===== src/rtl/rr_priority_encoder_if.sv =====
// Request/grant bus of rr_priority_encoder.
//
// Handshake: the encoder raises valid when idx carries a granted requester.
// A transfer happens on a rising edge where valid && ready. While valid is
// high and ready is low, valid and idx hold unchanged. ready seen while
// valid is low is ignored.
//
// Signals:
//   req   - N request lines, bit i set = requester i wants service
//   mode  - 0 = fixed priority (highest index wins), 1 = round-robin
//   ready - consumer takes idx this cycle
//   valid - idx holds a granted request
//   idx   - encoded index of the granted requester
//   count - accepted transfers, modulo 2^CW
//
// master: the side driving requests and ready (bench / consumer).
// slave : the encoder.
interface rr_priority_encoder_if #(
    parameter int N  = 8,
    parameter int CW = 8
);
    localparam int W = $clog2(N);

    logic [N-1:0]  req;
    logic          mode;
    logic          ready;
    logic          valid;
    logic [W-1:0]  idx;
    logic [CW-1:0] count;

    modport master (output req, mode, ready, input valid, idx, count);
    modport slave  (input req, mode, ready, output valid, idx, count);
endinterface


===== src/rtl/rr_priority_encoder.sv =====
// Registered N-input priority encoder with fixed and round-robin modes,
// a valid/ready output handshake and an accepted-grant counter.
//
// Ports:
//   clk   - rising-edge clock
//   rst_n - asynchronous active-low reset
//   bus   - rr_priority_encoder_if slave (req, mode, ready in;
//           valid, idx, count out)
//
// The output register reloads whenever it is empty or its content is being
// accepted; otherwise it stalls. Every output is a flop, so there is no
// combinational path from req or mode to valid/idx/count.
module rr_priority_encoder #(
    parameter int N  = 8,
    parameter int CW = 8
) (
    input  logic                  clk,
    input  logic                  rst_n,
    rr_priority_encoder_if.slave  bus
);
    localparam int W = $clog2(N);

    logic [W-1:0] ptr;
    logic [W-1:0] ptr_eff;
    logic [W-1:0] fixed_idx;
    logic [W-1:0] rr_low;
    logic [W-1:0] rr_high;
    logic [W-1:0] next_idx;
    logic         rr_hit;
    logic         accept;
    logic         load;
    logic         any_req;

    assign accept  = bus.valid && bus.ready;
    assign load    = !bus.valid || accept;
    assign any_req = |bus.req;

    // Search start for round-robin. On accept it moves one past the grant
    // being taken this cycle, so the same requester cannot win twice in a
    // row while others wait. Wrap is at N-1, so N need not be a power of two.
    always_comb begin
        ptr_eff = ptr;
        if (accept) begin
            if (bus.idx == W'(N - 1)) begin
                ptr_eff = '0;
            end else begin
                ptr_eff = bus.idx + W'(1);
            end
        end
    end

    // fixed_idx: highest set bit (last hit of an upward scan).
    // rr_low   : lowest set bit overall (wrap-around winner).
    // rr_high  : lowest set bit at or above ptr_eff (downward scan, so the
    //            last qualifying hit is the lowest one).
    always_comb begin
        fixed_idx = '0;
        rr_low    = '0;
        rr_high   = '0;
        rr_hit    = 1'b0;
        for (int i = 0; i < N; i++) begin
            if (bus.req[i]) begin
                fixed_idx = W'(i);
            end
        end
        for (int i = N - 1; i >= 0; i--) begin
            if (bus.req[i]) begin
                rr_low = W'(i);
                if (i >= int'(ptr_eff)) begin
                    rr_high = W'(i);
                    rr_hit  = 1'b1;
                end
            end
        end
    end

    always_comb begin
        next_idx = '0;
        if (any_req) begin
            if (bus.mode) begin
                next_idx = rr_hit ? rr_high : rr_low;
            end else begin
                next_idx = fixed_idx;
            end
        end
    end

    always_ff @(posedge clk or negedge rst_n) begin
        if (!rst_n) begin
            bus.valid <= 1'b0;
            bus.idx   <= '0;
            bus.count <= '0;
            ptr       <= '0;
        end else begin
            ptr <= ptr_eff;
            if (accept) begin
                bus.count <= bus.count + CW'(1);
            end
            if (load) begin
                bus.valid <= any_req;
                bus.idx   <= next_idx;
            end
        end
    end
endmodule


===== src/flat_wrapper.sv =====
// flat-port wrapper written by rule: the top's interface ports become plain ports
module rr_priority_encoder_flat 
#(
    parameter int N  = 8,
    parameter int CW = 8
)
  (clk, rst_n, bus_req, bus_mode, bus_ready, bus_valid, bus_idx, bus_count);
  rr_priority_encoder_if #(.N(N), .CW(CW)) bus_i ();
  input  logic clk;
  input  logic rst_n;
  input wire logic [$bits(bus_i.req)-1:0] bus_req;
  input wire logic [$bits(bus_i.mode)-1:0] bus_mode;
  input wire logic [$bits(bus_i.ready)-1:0] bus_ready;
  output wire logic [$bits(bus_i.valid)-1:0] bus_valid;
  output wire logic [$bits(bus_i.idx)-1:0] bus_idx;
  output wire logic [$bits(bus_i.count)-1:0] bus_count;
  assign bus_i.req = bus_req;
  assign bus_i.mode = bus_mode;
  assign bus_i.ready = bus_ready;
  assign bus_valid = bus_i.valid;
  assign bus_idx = bus_i.idx;
  assign bus_count = bus_i.count;
  rr_priority_encoder #(.N(N), .CW(CW)) u_core (.clk(clk), .rst_n(rst_n), .bus(bus_i));
endmodule

===== config.mk =====
export PLATFORM = sky130hd
export DESIGN_NAME = rr_priority_encoder_flat
export DESIGN_NICKNAME = d
export VERILOG_FILES = /design/src/rtl/rr_priority_encoder_if.sv /design/src/rtl/rr_priority_encoder.sv /design/src/flat_wrapper.sv
export SDC_FILE = /design/constraint.sdc
export NUM_CORES = 1
export LEC_CHECK = 0
export CAP_MARGIN = 20
export CELL_PAD_IN_SITES_DETAIL_PLACEMENT = 1
export CELL_PAD_IN_SITES_GLOBAL_PLACEMENT = 2
export CORE_MARGIN = 2
export CORE_UTILIZATION = 29
export CTS_CLUSTER_DIAMETER = 30
export DETAILED_ROUTE_END_ITERATION = 16
export PLACE_DENSITY = 0.76
export SYNTH_ARGS = -nofsm -noshare
export SYNTH_HDL_FRONTEND = slang
export SYNTH_SLANG_ARGS = --single-unit

===== constraint.sdc =====
create_clock -name clk -period 2.8 [get_ports clk]
set_input_delay 0.56 -clock clk [delete_from_list [all_inputs] [get_ports clk]]
set_output_delay 0.56 -clock clk [all_outputs]
set_load 0.005 [all_outputs]

==> impl_metrics.yaml <==
cells_and_area:
  finalNonFillerCells: 179
  drive_above_1_share: 0.143
  syn_to_final_growth_pct: 31.7
  diodes: 0
  final_nets: 149
setup_path:
  end_kind: "register"
  worstPathRequired_ps: 2980
  worstPathMaxFanout: 5
  crit_type: "primary input to register"
  arrival_ps: 2650
  cp-start-kind: "primary input"
place:
  dp.cells: 175
  hpwlAfterDp_um: 2210
  io_buffers: 23
  gp_congestion: 0.817
drt:
  ant_nets: 0
  drt_iter0_drc: 25
  dr.pass1.iters: 4
  avgRoutedWirePerCell_um: 15.0
  vias_per_cell: 5.08
  drc: 0
  dr_total_vias: 910
  wirelength_um: 2690
worst_hold_path:
  worstHoldPathType: "register to register"
floorplanning:
  fp.coreArea_um2: 3310
  rows: 21
  die_y_um: 62.6
  ios: 24
  start_util: 0.301
  die-area_um2: 3920
  die_w_um: 62.6
power_and_ir_drop:
  max-vdd-ir-drop_mv: 0.196
  totalPowerFinal_uw: 990
  p_per_area_nw_per_um2: 755
  p_leak_uw: 0.000540
synthesis:
  synth_area_um2: 996
  syn_avg_cell_area_um2: 9.49
  ys_seq_elements: 15
  synth_nets: 120
  synth.distinct_cells: 42
  yosysWarnings: 0
  synth_top_flop_cell: "dfrtp_1"
  ys_seq_area_frac: 0.377
  postSynth.asyncResetShare: 1.00
  synth_cells: 105
  synth-edff-count: 0
global_route:
  grt_pass1_vias: 975
  antenna_found_initial: 0
  grt_max_degree: 16
  grt_pass1_wl_um: 4670
  grt.overflow.total: 0
  grt.total_usage: 0.154
timing:
  finalCriticalPeriod_ps: 2470
  max_freq_mhz: 404
  max_slew_margin: 0.545
  hold_viol: 0
  fin_tns_setup_ps: 0
  rsz0062_at_grt: "no"
  timing.final.crit_share: 0.884
  finalSetupViolCount: 0
  skew_ps: 4.33
  tightest_slew_ps: 681
  final_max_slew_viol_count: 0
clock_tree:
  path_clk_slew_ps: 90
  htreeDepth: 1
  cts_hold_buf: 0
  cts.sinks: 15
  cts_tree: "done"
  cts-resized-gates: 0
  cts_max_path_buffers: 2
  cts_buffers: 3
  clock_latency_ps: 290
  cts_setup_buffers: 0
  clockRootBuffer: "clkbuf_4"
job:
  drv_cap: 0
run_status:
  outcome: "complete, no violations"
## area by class of cell
type	instances	area, um^2
Inverter	7	26.3
Multi-Input combinational cell	82	579
Clock buffer	3	22.5
Timing Repair Buffer	25	245
Fill cell	407	2000
Sequential cell	15	375
Tap cell	46	57.6
Clock inverter	1	5.00
## cell usage in the layout, fill, tap and decap left out, types with 2 or more instances in the layout
cell             count
clkdlybuf4s50_1     23
dfrtp_1             15
nand2_1             13
nor2_1              10
inv_1                7
a21oi_1              6
xnor2_1              5
o21ai_0              4
nand3_1              4
nand4_1              3
ha_1                 3
clkbuf_4             3
xor2_1               2
a2111oi_1            2
a211o_1              2
buf_4                2
## stage by stage
step	setup slack, ps	hold slack [ps]	utilization	instance area, um^2
floorplan	695	264	-	996
global placement	59.3	453	0.388	1280
detailed placement	41.2	463	0.388	1280
CTS	350	481	0.396	1310
global route	284	508	0.396	1310
finish	325	478	0.396	1310
## synthesized netlist by cell type (2+ instances only)
cell type	instances	share of area
dfrtp_1	15	0.38
nand2_1	13	0.049
nor2_1	10	0.038
inv_1	7	0.026
a21oi_1	6	0.030
xnor2_1	5	0.044
nand3_1	4	0.020
o21ai_0	4	0.020
ha_1	3	0.038
nand4_1	3	0.019
a2111oi_1	2	0.020
a211o_1	2	0.018
xor2_1	2	0.018
## where the power goes
group | switching, uW | total (uW) | internal, uW | leakage [uW]
registers | 78.5 | 372 | 294 | 0.000179
clock network | 72.6 | 126 | 53.1 | 0.0000177
logic | 233 | 492 | 258 | 0.000343
## critical path, cell delays in order
cell	delay (ps)
clkdlybuf4s50_1	510
or4_4	570
nor4b_2	360
nor2_1	140
o31ai_1	130
a2111oi_1	130
a211o_1	240
## cells by family (layout without fill, tap and decap cells)
| logic type | after synthesis | in the layout | synth area share |
|---|---|---|---|
| AND/OR/NAND/NOR | 43 | 43 | 0.236 |
| AO/OA/AOI/OAI | 28 | 28 | 0.224 |
| flip-flops | 15 | 15 | 0.377 |
| buffers and inverters | 8 | 36 | 0.0415 |
| XOR/XNOR | 7 | 7 | 0.0616 |
| adder cells (fa/ha/maj) | 3 | 3 | 0.0377 |
| multiplexers | 1 | 1 | 0.0226 |
## sequential cells by signal (all words and copies together) (netlist names)
register,flops
u_core.bus.count,8
u_core.bus.idx,3
u_core.ptr,3
u_core.bus.valid,1
## path summary, 6_finish.rpt
check | slack, ps | to | from | cells past startpoint
worst min register to register | 480 | u_core.bus.count[7]$_DFFE_PN0N_ | u_core.bus.count[7]$_DFFE_PN0N_ | 1
worst min-delay path | 480 | u_core.bus.count[7]$_DFFE_PN0N_ | u_core.bus.count[7]$_DFFE_PN0N_ | 1
max in group asynchronous | 1690 | u_core.bus.idx[0]$_DFFE_PN0P_ | rst_n | 1
worst max register to register | 490 | u_core.bus.idx[1]$_DFFE_PN0P_ | u_core.bus.idx[0]$_DFFE_PN0P_ | 8
worst max-delay path | 330 | u_core.bus.idx[1]$_DFFE_PN0P_ | bus_req[2] | 7
min in group asynchronous | 680 | u_core.bus.count[6]$_DFFE_PN0N_ | rst_n | 1
## routing by layer
layer / vias to the layer above / wire length [um] / share of wire / GRT usage
li1: 445 / - / - / -
met1: 439 / 1220 / 0.45 / 0.192
met4: 0 / 58 / 0.022 / 0.0750
met5: - / 0 / 0 / 0
met3: 5 / 91 / 0.034 / 0.0288
met2: 21 / 1320 / 0.49 / 0.255
Note: power is estimated with default switching activity, not from simulation.
